**config.mk**
```make
export PLATFORM = sky130hd
export DESIGN_NAME = x_stage_md
export DESIGN_NICKNAME = d
export VERILOG_FILES = /design/src/rtl/x_stage_md.sv
export SDC_FILE = /design/constraint.sdc
export NUM_CORES = 1
export LEC_CHECK = 0
export ABC_CLOCK_PERIOD_IN_PS = 6100
export CORE_MARGIN = 2
export CORE_UTILIZATION = 45
export CTS_CLUSTER_DIAMETER = 60
export DETAILED_ROUTE_END_ITERATION = 8
export PLACE_DENSITY = 0.66
export REMOVE_ABC_BUFFERS = 1
export SYNTH_ARGS = -nofsm -noshare
export SYNTH_HDL_FRONTEND = slang
export SYNTH_SLANG_ARGS = --single-unit
export TNS_END_PERCENT = 1
```
**constraint.sdc**
```tcl
create_clock -name clk -period 6.1 [get_ports clk]
set_input_delay 0.61 -clock clk [delete_from_list [all_inputs] [get_ports clk]]
set_output_delay 0.61 -clock clk [all_outputs]
set_load 0.03 [all_outputs]
```
**src/rtl/x_stage_md.sv**
```systemverilog
// x_stage_md: execute stage holding one instruction at a time.
// Single-cycle ALU operations and link-address (PC+4) results appear on the
// outputs one cycle after acceptance. Multiply and divide operations run
// bit-serially for N_BITS cycles before the result is presented.
//
// Ports:
//   clk, rst_n          clock and synchronous active-low reset
//   in_valid/in_ready   upstream handshake
//   in_op               5-bit operation code (ALU 0..10, MD 16..23)
//   in_op1, in_op2      operands
//   in_sel_pc4          select in_pc_plus4 as the result (link)
//   in_pc_plus4         link address
//   in_tag              side-band packet, echoed on out_tag
//   flush               kill held / in-flight instruction
//   out_valid/out_ready downstream handshake
//   out_data, out_tag   result and echoed tag (zero when out_valid=0)
//   busy                multiply/divide iteration in progress
module x_stage_md #(
    parameter int N_BITS = 32,
    parameter int TAG_W  = 16,
    parameter int MD_EN  = 1
) (
    input  logic              clk,
    input  logic              rst_n,
    input  logic              in_valid,
    output logic              in_ready,
    input  logic [4:0]        in_op,
    input  logic [N_BITS-1:0] in_op1,
    input  logic [N_BITS-1:0] in_op2,
    input  logic              in_sel_pc4,
    input  logic [N_BITS-1:0] in_pc_plus4,
    input  logic [TAG_W-1:0]  in_tag,
    input  logic              flush,
    output logic              out_valid,
    input  logic              out_ready,
    output logic [N_BITS-1:0] out_data,
    output logic [TAG_W-1:0]  out_tag,
    output logic              busy
);

    localparam int SH_W  = $clog2(N_BITS);
    localparam int CNT_W = $clog2(N_BITS + 1);

    typedef enum logic [1:0] {
        S_IDLE,
        S_RUN,
        S_HOLD
    } state_t;

    state_t state_q, state_d;

    logic [CNT_W-1:0]  cnt_q;
    logic [N_BITS-1:0] acc_hi_q;
    logic [N_BITS-1:0] acc_lo_q;
    logic [N_BITS-1:0] opb_q;
    logic [2:0]        md_op_q;
    logic              mul_neg_q;
    logic              quo_neg_q;
    logic              rem_neg_q;
    logic [TAG_W-1:0]  md_tag_q;

    logic              out_valid_q;
    logic [N_BITS-1:0] out_data_q;
    logic [TAG_W-1:0]  out_tag_q;

    logic              accept;
    logic              is_md;
    logic              start_md;
    logic [N_BITS-1:0] alu_res;
    logic [SH_W-1:0]   shamt;

    logic              op1_signed;
    logic              op2_signed;
    logic              s1;
    logic              s2;
    logic [N_BITS-1:0] mag1;
    logic [N_BITS-1:0] mag2;

    logic [N_BITS:0]     mul_sum;
    logic [N_BITS:0]     div_shift;
    logic [N_BITS:0]     div_diff;
    logic [N_BITS-1:0]   step_hi;
    logic [N_BITS-1:0]   step_lo;
    logic [2*N_BITS-1:0] prod;
    logic [2*N_BITS-1:0] prod_fix;
    logic [N_BITS-1:0]   quo_fix;
    logic [N_BITS-1:0]   rem_fix;
    logic [N_BITS-1:0]   md_result;

    // Handshake: a held result blocks new work unless it is being consumed
    // this same cycle; flush always refuses the incoming instruction.
    assign in_ready = !flush && ((state_q == S_IDLE) ||
                                 ((state_q == S_HOLD) && out_ready));
    assign accept   = in_valid && in_ready;
    assign is_md    = (in_op[4:3] == 2'b10);
    assign start_md = is_md && (MD_EN != 0) && !in_sel_pc4;

    assign out_valid = out_valid_q;
    assign out_data  = out_data_q;
    assign out_tag   = out_tag_q;
    assign busy      = (state_q == S_RUN);

    // Single-cycle ALU. Codes outside the table, including MD codes that
    // take this path, fall through to zero.
    always_comb begin
        alu_res = '0;
        shamt   = in_op2[SH_W-1:0];
        case (in_op)
            5'd0:  alu_res = in_op1 + in_op2;
            5'd1:  alu_res = in_op1 - in_op2;
            5'd2:  alu_res = in_op1 << shamt;
            5'd3:  alu_res = {{(N_BITS-1){1'b0}}, ($signed(in_op1) < $signed(in_op2))};
            5'd4:  alu_res = {{(N_BITS-1){1'b0}}, (in_op1 < in_op2)};
            5'd5:  alu_res = in_op1 ^ in_op2;
            5'd6:  alu_res = in_op1 >> shamt;
            5'd7:  alu_res = N_BITS'($signed(in_op1) >>> shamt);
            5'd8:  alu_res = in_op1 | in_op2;
            5'd9:  alu_res = in_op1 & in_op2;
            5'd10: alu_res = in_op2;
            default: alu_res = '0;
        endcase
    end

    // Operand preparation for the serial unit: the iteration works on
    // magnitudes and the sign is reapplied once at the end.
    // MD sub-op in_op[2:0]: 0 MUL, 1 MULH, 2 MULHSU, 3 MULHU,
    // 4 DIV, 5 DIVU, 6 REM, 7 REMU.
    always_comb begin
        op1_signed = (in_op[2:0] == 3'd1) || (in_op[2:0] == 3'd2) ||
                     (in_op[2:0] == 3'd4) || (in_op[2:0] == 3'd6);
        op2_signed = (in_op[2:0] == 3'd1) || (in_op[2:0] == 3'd4) ||
                     (in_op[2:0] == 3'd6);
        s1   = op1_signed && in_op1[N_BITS-1];
        s2   = op2_signed && in_op2[N_BITS-1];
        mag1 = s1 ? -in_op1 : in_op1;
        mag2 = s2 ? -in_op2 : in_op2;
    end

    // One iteration step plus final sign correction. For multiply acc_lo
    // holds the remaining multiplier bits and acc_hi the running partial
    // product; for divide acc_lo holds dividend bits being shifted out while
    // quotient bits shift in, and acc_hi is the partial remainder. A zero
    // divisor naturally yields an all-ones quotient and the dividend as
    // remainder, so only the quotient sign needs suppressing in that case.
    always_comb begin
        mul_sum   = {1'b0, acc_hi_q} + (acc_lo_q[0] ? {1'b0, opb_q} : '0);
        div_shift = {acc_hi_q, acc_lo_q[N_BITS-1]};
        div_diff  = div_shift - {1'b0, opb_q};
        step_hi   = '0;
        step_lo   = '0;
        if (md_op_q[2]) begin
            if (!div_diff[N_BITS]) begin
                step_hi = div_diff[N_BITS-1:0];
                step_lo = {acc_lo_q[N_BITS-2:0], 1'b1};
            end else begin
                step_hi = div_shift[N_BITS-1:0];
                step_lo = {acc_lo_q[N_BITS-2:0], 1'b0};
            end
        end else begin
            step_hi = mul_sum[N_BITS:1];
            step_lo = {mul_sum[0], acc_lo_q[N_BITS-1:1]};
        end

        prod     = {step_hi, step_lo};
        prod_fix = mul_neg_q ? -prod : prod;
        quo_fix  = quo_neg_q ? -step_lo : step_lo;
        rem_fix  = rem_neg_q ? -step_hi : step_hi;

        md_result = '0;
        case (md_op_q)
            3'd0:       md_result = prod_fix[N_BITS-1:0];
            3'd1, 3'd2,
            3'd3:       md_result = prod_fix[2*N_BITS-1:N_BITS];
            3'd4, 3'd5: md_result = quo_fix;
            default:    md_result = rem_fix;
        endcase
    end

    // State register.
    always_ff @(posedge clk) begin
        if (!rst_n) begin
            state_q <= S_IDLE;
        end else begin
            state_q <= state_d;
        end
    end

    // Next-state logic. A new accept from HOLD reuses the same decision as
    // from IDLE, giving one ALU result per cycle when downstream is ready.
    always_comb begin
        state_d = state_q;
        if (flush) begin
            state_d = S_IDLE;
        end else begin
            case (state_q)
                S_IDLE: begin
                    if (accept) begin
                        state_d = start_md ? S_RUN : S_HOLD;
                    end
                end
                S_RUN: begin
                    if (cnt_q == CNT_W'(1)) begin
                        state_d = S_HOLD;
                    end
                end
                S_HOLD: begin
                    if (accept) begin
                        state_d = start_md ? S_RUN : S_HOLD;
                    end else if (out_ready) begin
                        state_d = S_IDLE;
                    end
                end
                default: state_d = S_IDLE;
            endcase
        end
    end

    // Datapath and output registers. The final iteration writes its
    // sign-corrected result straight into the output register so the result
    // is visible the cycle after the counter expires.
    always_ff @(posedge clk) begin
        if (!rst_n) begin
            cnt_q       <= '0;
            acc_hi_q    <= '0;
            acc_lo_q    <= '0;
            opb_q       <= '0;
            md_op_q     <= '0;
            mul_neg_q   <= 1'b0;
            quo_neg_q   <= 1'b0;
            rem_neg_q   <= 1'b0;
            md_tag_q    <= '0;
            out_valid_q <= 1'b0;
            out_data_q  <= '0;
            out_tag_q   <= '0;
        end else if (flush) begin
            cnt_q       <= '0;
            out_valid_q <= 1'b0;
            out_data_q  <= '0;
            out_tag_q   <= '0;
        end else if (accept) begin
            if (start_md) begin
                cnt_q       <= CNT_W'(N_BITS);
                acc_hi_q    <= '0;
                acc_lo_q    <= mag1;
                opb_q       <= mag2;
                md_op_q     <= in_op[2:0];
                mul_neg_q   <= s1 ^ s2;
                quo_neg_q   <= (s1 ^ s2) && (in_op2 != '0);
                rem_neg_q   <= s1;
                md_tag_q    <= in_tag;
                out_valid_q <= 1'b0;
                out_data_q  <= '0;
                out_tag_q   <= '0;
            end else begin
                out_valid_q <= 1'b1;
                out_data_q  <= in_sel_pc4 ? in_pc_plus4 : alu_res;
                out_tag_q   <= in_tag;
            end
        end else if (state_q == S_RUN) begin
            acc_hi_q <= step_hi;
            acc_lo_q <= step_lo;
            cnt_q    <= cnt_q - CNT_W'(1);
            if (cnt_q == CNT_W'(1)) begin
                out_valid_q <= 1'b1;
                out_data_q  <= md_result;
                out_tag_q   <= md_tag_q;
            end
        end else if ((state_q == S_HOLD) && out_ready) begin
            out_valid_q <= 1'b0;
            out_data_q  <= '0;
            out_tag_q   <= '0;
        end
    end

endmodule

```
==> results.md <==
- I/O pins: ~170
- Syn Area/Cell: 7.00 sq um
- WS Path Type: flip-flop to flip-flop
- Status: finished, final reports clean
- Final Routed Wirelength: approximately 130 mm
- Max incr delay on CP: between 400 and 500 ps
- Core area: 57600 sq um
- Post CTS Setup Buffer Count: 0
- All-Layer GR Usage: 40.8%
- Clock power share: between 20 and 30%
- Num Clock Sinks: ~180
- Number of buffers created by CTS: 17
- Max_slew headroom: a little over a tenth
- Post-route insts no fill: 4597
- Layout cell share with drive strength beyond 1: 9.53%
- Multi-input gate area: around 21000 sq um
- Leak: roughly 12 nW
- Top cell type's share of synthesized area: between 10% and 20%
- CP top delay family: simple AND/OR/NAND/NOR gates
- Ys flop type: dfxtp_1
- Max VDD drop: between 150 and 200 uV
- Top-count cell post-synth: nand2_1
- Die area: about 60000 sq um
- Switching power: approximately 1.8 mW
- Worst Path Required: between 6000 and 7000 ps
- Initial antenna violation count: 2
- Clk slew on worst S/H paths: ~80 ps
- CP Depth: 24
- Warnings, synthesis: 0
- DRC: 0
- FF-to-FF path depth: 24
- Pins Over Slew Limit: 0
- Setup crit end kind: flip-flop
- Total number of vias: ~31000
- Synth cell types: between 100 and 150
- Dominant cell type by area after synthesis: dfxtp_1
- Vias in the first global route: 29000
- Sw Ratio: 43.1%
- DR iter-0 viols: 3897
- CTS tree: done
- IO buf count: 173
- FILL cells: approximately 5800
- Initial Util: a little under half
- Slowest cell on the critical path: or4_1
- Number of flops mapped to enable cells by yosys: 0
- Fmax: about 170 MHz
- Largest net degree at the start of global routing: 64
- Cells along the critical path: inv_1, ha_1, inv_1, fa_1, a211oi_2, o211ai_4, a41oi_4, a211oi_4, o31ai_1, nor2_1, a21oi_1, ha_1, o221ai_1, or2_2, nor2_2, nand3_1, a2111oi_2, and3_1, nand2b_1, or4_1, or3_1, and3_1, a211oi_1, o31a_1
- Final Skew: 21.9 ps
- Routability Congestion: 1.09
- Worst hold path class: flip-flop to flip-flop
- H-tree level count: 4
- Final Setup Violations: 0
- Pint: 2.33 mW
- Max Cap Viol: 0
- Design area: approximately 30000 sq um
- Largest cells by area after synthesis: dfxtp_1 13%, ha_1 8.0%, a21oi_1 5.9%
- Height of the chip: 245 microns
- Worst hold slack: around 470 ps
- Comb power frac: a little over two fifths
- Routed Antenna Nets: 0
- DR WL/cell: ~28 microns
- Die X: roughly 250 microns
- Worst-Skew Late Latency: just under 500 ps
- Final min period: roughly 5700 ps
- Longest Clk Path Bufs: 2
- Most frequent cells after synthesis: 368 x nand2_1, 362 x nor2_1, 310 x a21oi_1
- Tightest Pin Transition: around 1300 ps
- Sequential Area: 3510 sq um
- First-pass DRT Iterations: 6
- Mapped cell area: about 26000 sq um
- P&R area growth vs syn: 13.6%
- Post-layout net count: slightly above 4000
- Hold depth: 2
- Fin crit share: between 90 and 100%
- # diodes: 0
- Power Density: 138 nW/um^2
- Via density: 6.81
- First-pass GRT wire length: ~190 mm
- CP max FO: 5
- Final hold vios: 0
- Critical path buffer and inverter count: 2
- Placed instance area: 29100 sq um
- Startpoint Class: flip-flop
- Seq/Total Area, Yosys: a little over an eighth
- Worst Path Arrival: 6170 ps
- Flop pwr share: 28.7%
- Site Rows: 88
- Mapped Cells: between 3000 and 4000
- Async SR Flop Fraction: 0%
- RSZ-0062 raised after global routing: no
- #FFs+latches synth: about 180
- Cell count after placement: roughly 4600
- GRT overflow: 0
- HPWL after DPL: slightly below 100 mm
- Root Driver: clkbuf_16
[worst reg2reg max path, stage by stage, from the launching register on]
cell and delay [ps]:
dfxtp_1 310, inv_1 50, ha_1 170, inv_1 60, fa_1 440, a211oi_2 320
o211ai_4 150, a41oi_4 290, a211oi_4 100, o31ai_1 300, nor2_1 170, a21oi_1 200
ha_1 230, o221ai_1 130, or2_2 340, nor2_2 210, nand3_1 210, a2111oi_2 300
and3_1 250, nand2b_1 70, or4_1 470, or3_1 370, and3_1 170, a211oi_1 220
o31a_1 150
[flip-flops by register name, indices dropped and copies added (netlist names), 2 cells and up]
name,count
acc_hi_q,32
acc_lo_q,32
cnt_q,6
md_op_q,3
md_tag_q,16
opb_q,32
out_data,32
out_tag,16
state_q,2
[final cells by class]
class                   instances  share of cell area (%)
clock buffers                  17                    1.43
clock inverters                15                   0.647
inverters                     156                    1.97
multi-input cells            3113                    70.6
flip-flops and latches        175                    11.8
well taps                     765                    3.21
repair buffers                356                    10.4
[timing repair]
item,4_1_cts,5_1_grt
hold buffers,0,0
gates resized for setup,0,2
setup endpoints to repair,0,1
[power groups by stage]
stage	Sequential, mW	Clock [mW]	Combinational [mW]
after global placement	1.20	0	1.68
after global routing	1.18	1.21	1.84
after detailed placement	1.20	0	1.68
after floorplan	1.22	0	0.908
after CTS	1.18	1.17	1.69
final	1.18	1.17	1.76
[cells by family after synthesis]
family | count (synthesis) | synth area share [%]
multiplexers | 139 | 7.85
buffers and inverters | 458 | 6.69
AND/OR/NAND/NOR | 1287 | 23.3
adder cells (fa/ha/maj) | 171 | 8.28
AO/OA/AOI/OAI | 1329 | 34.2
XOR/XNOR | 187 | 6.25
flip-flops | 175 | 13.4
[routing by layer]
layer	up-vias	GRT usage, %	wire length [microns]
met5	-	0	27
met4	4	25.9	9360
met3	472	7.38	12400
met2	1963	64.5	55900
met1	14800	51.0	48900
li1	14100	-	-
[final timing paths]
| kind | startpoint | end | slack [ps] |
|---|---|---|---|
| max reg2reg | acc_lo_q[31]$_SDFFE_PN0P_ | out_data[26]$_SDFFE_PP0P_ | 350 |
| max | acc_lo_q[31]$_SDFFE_PN0P_ | out_data[26]$_SDFFE_PP0P_ | 350 |
| min | md_tag_q[6]$_SDFFE_PN0P_ | md_tag_q[6]$_SDFFE_PN0P_ | 470 |
| min reg2reg | md_tag_q[6]$_SDFFE_PN0P_ | md_tag_q[6]$_SDFFE_PN0P_ | 470 |
[per-stage QoR]
| step | setup WS (ps) | setup TNS (ps) | utilization (%) | power [mW] |
|---|---|---|---|---|
| floorplan | -2540 | -52750 | - | 2.13 |
| global placement | 371 | 0 | 50.6 | 2.89 |
| detailed placement | 312 | 0 | 50.6 | 2.88 |
| CTS | 254 | 0 | 51.7 | 4.04 |
| global route | 9.88 | 0 | 51.7 | 4.23 |
| finish | 351 | 0 | 51.7 | 4.10 |
[placed cells by master, fill, tap and decap left out, types with 141 or more instances in the layout]
| cell type | instances |
|---|---|
| buf_4 | 185 |
| xnor2_1 | 141 |
| nor2_1 | 357 |
| nand2_1 | 368 |
| inv_1 | 149 |
| ha_1 | 167 |
| a21oi_1 | 310 |
| o21ai_0 | 272 |
| dfxtp_1 | 173 |
| clkdlybuf4s50_1 | 166 |
Power figures use the tool's default switching activity.
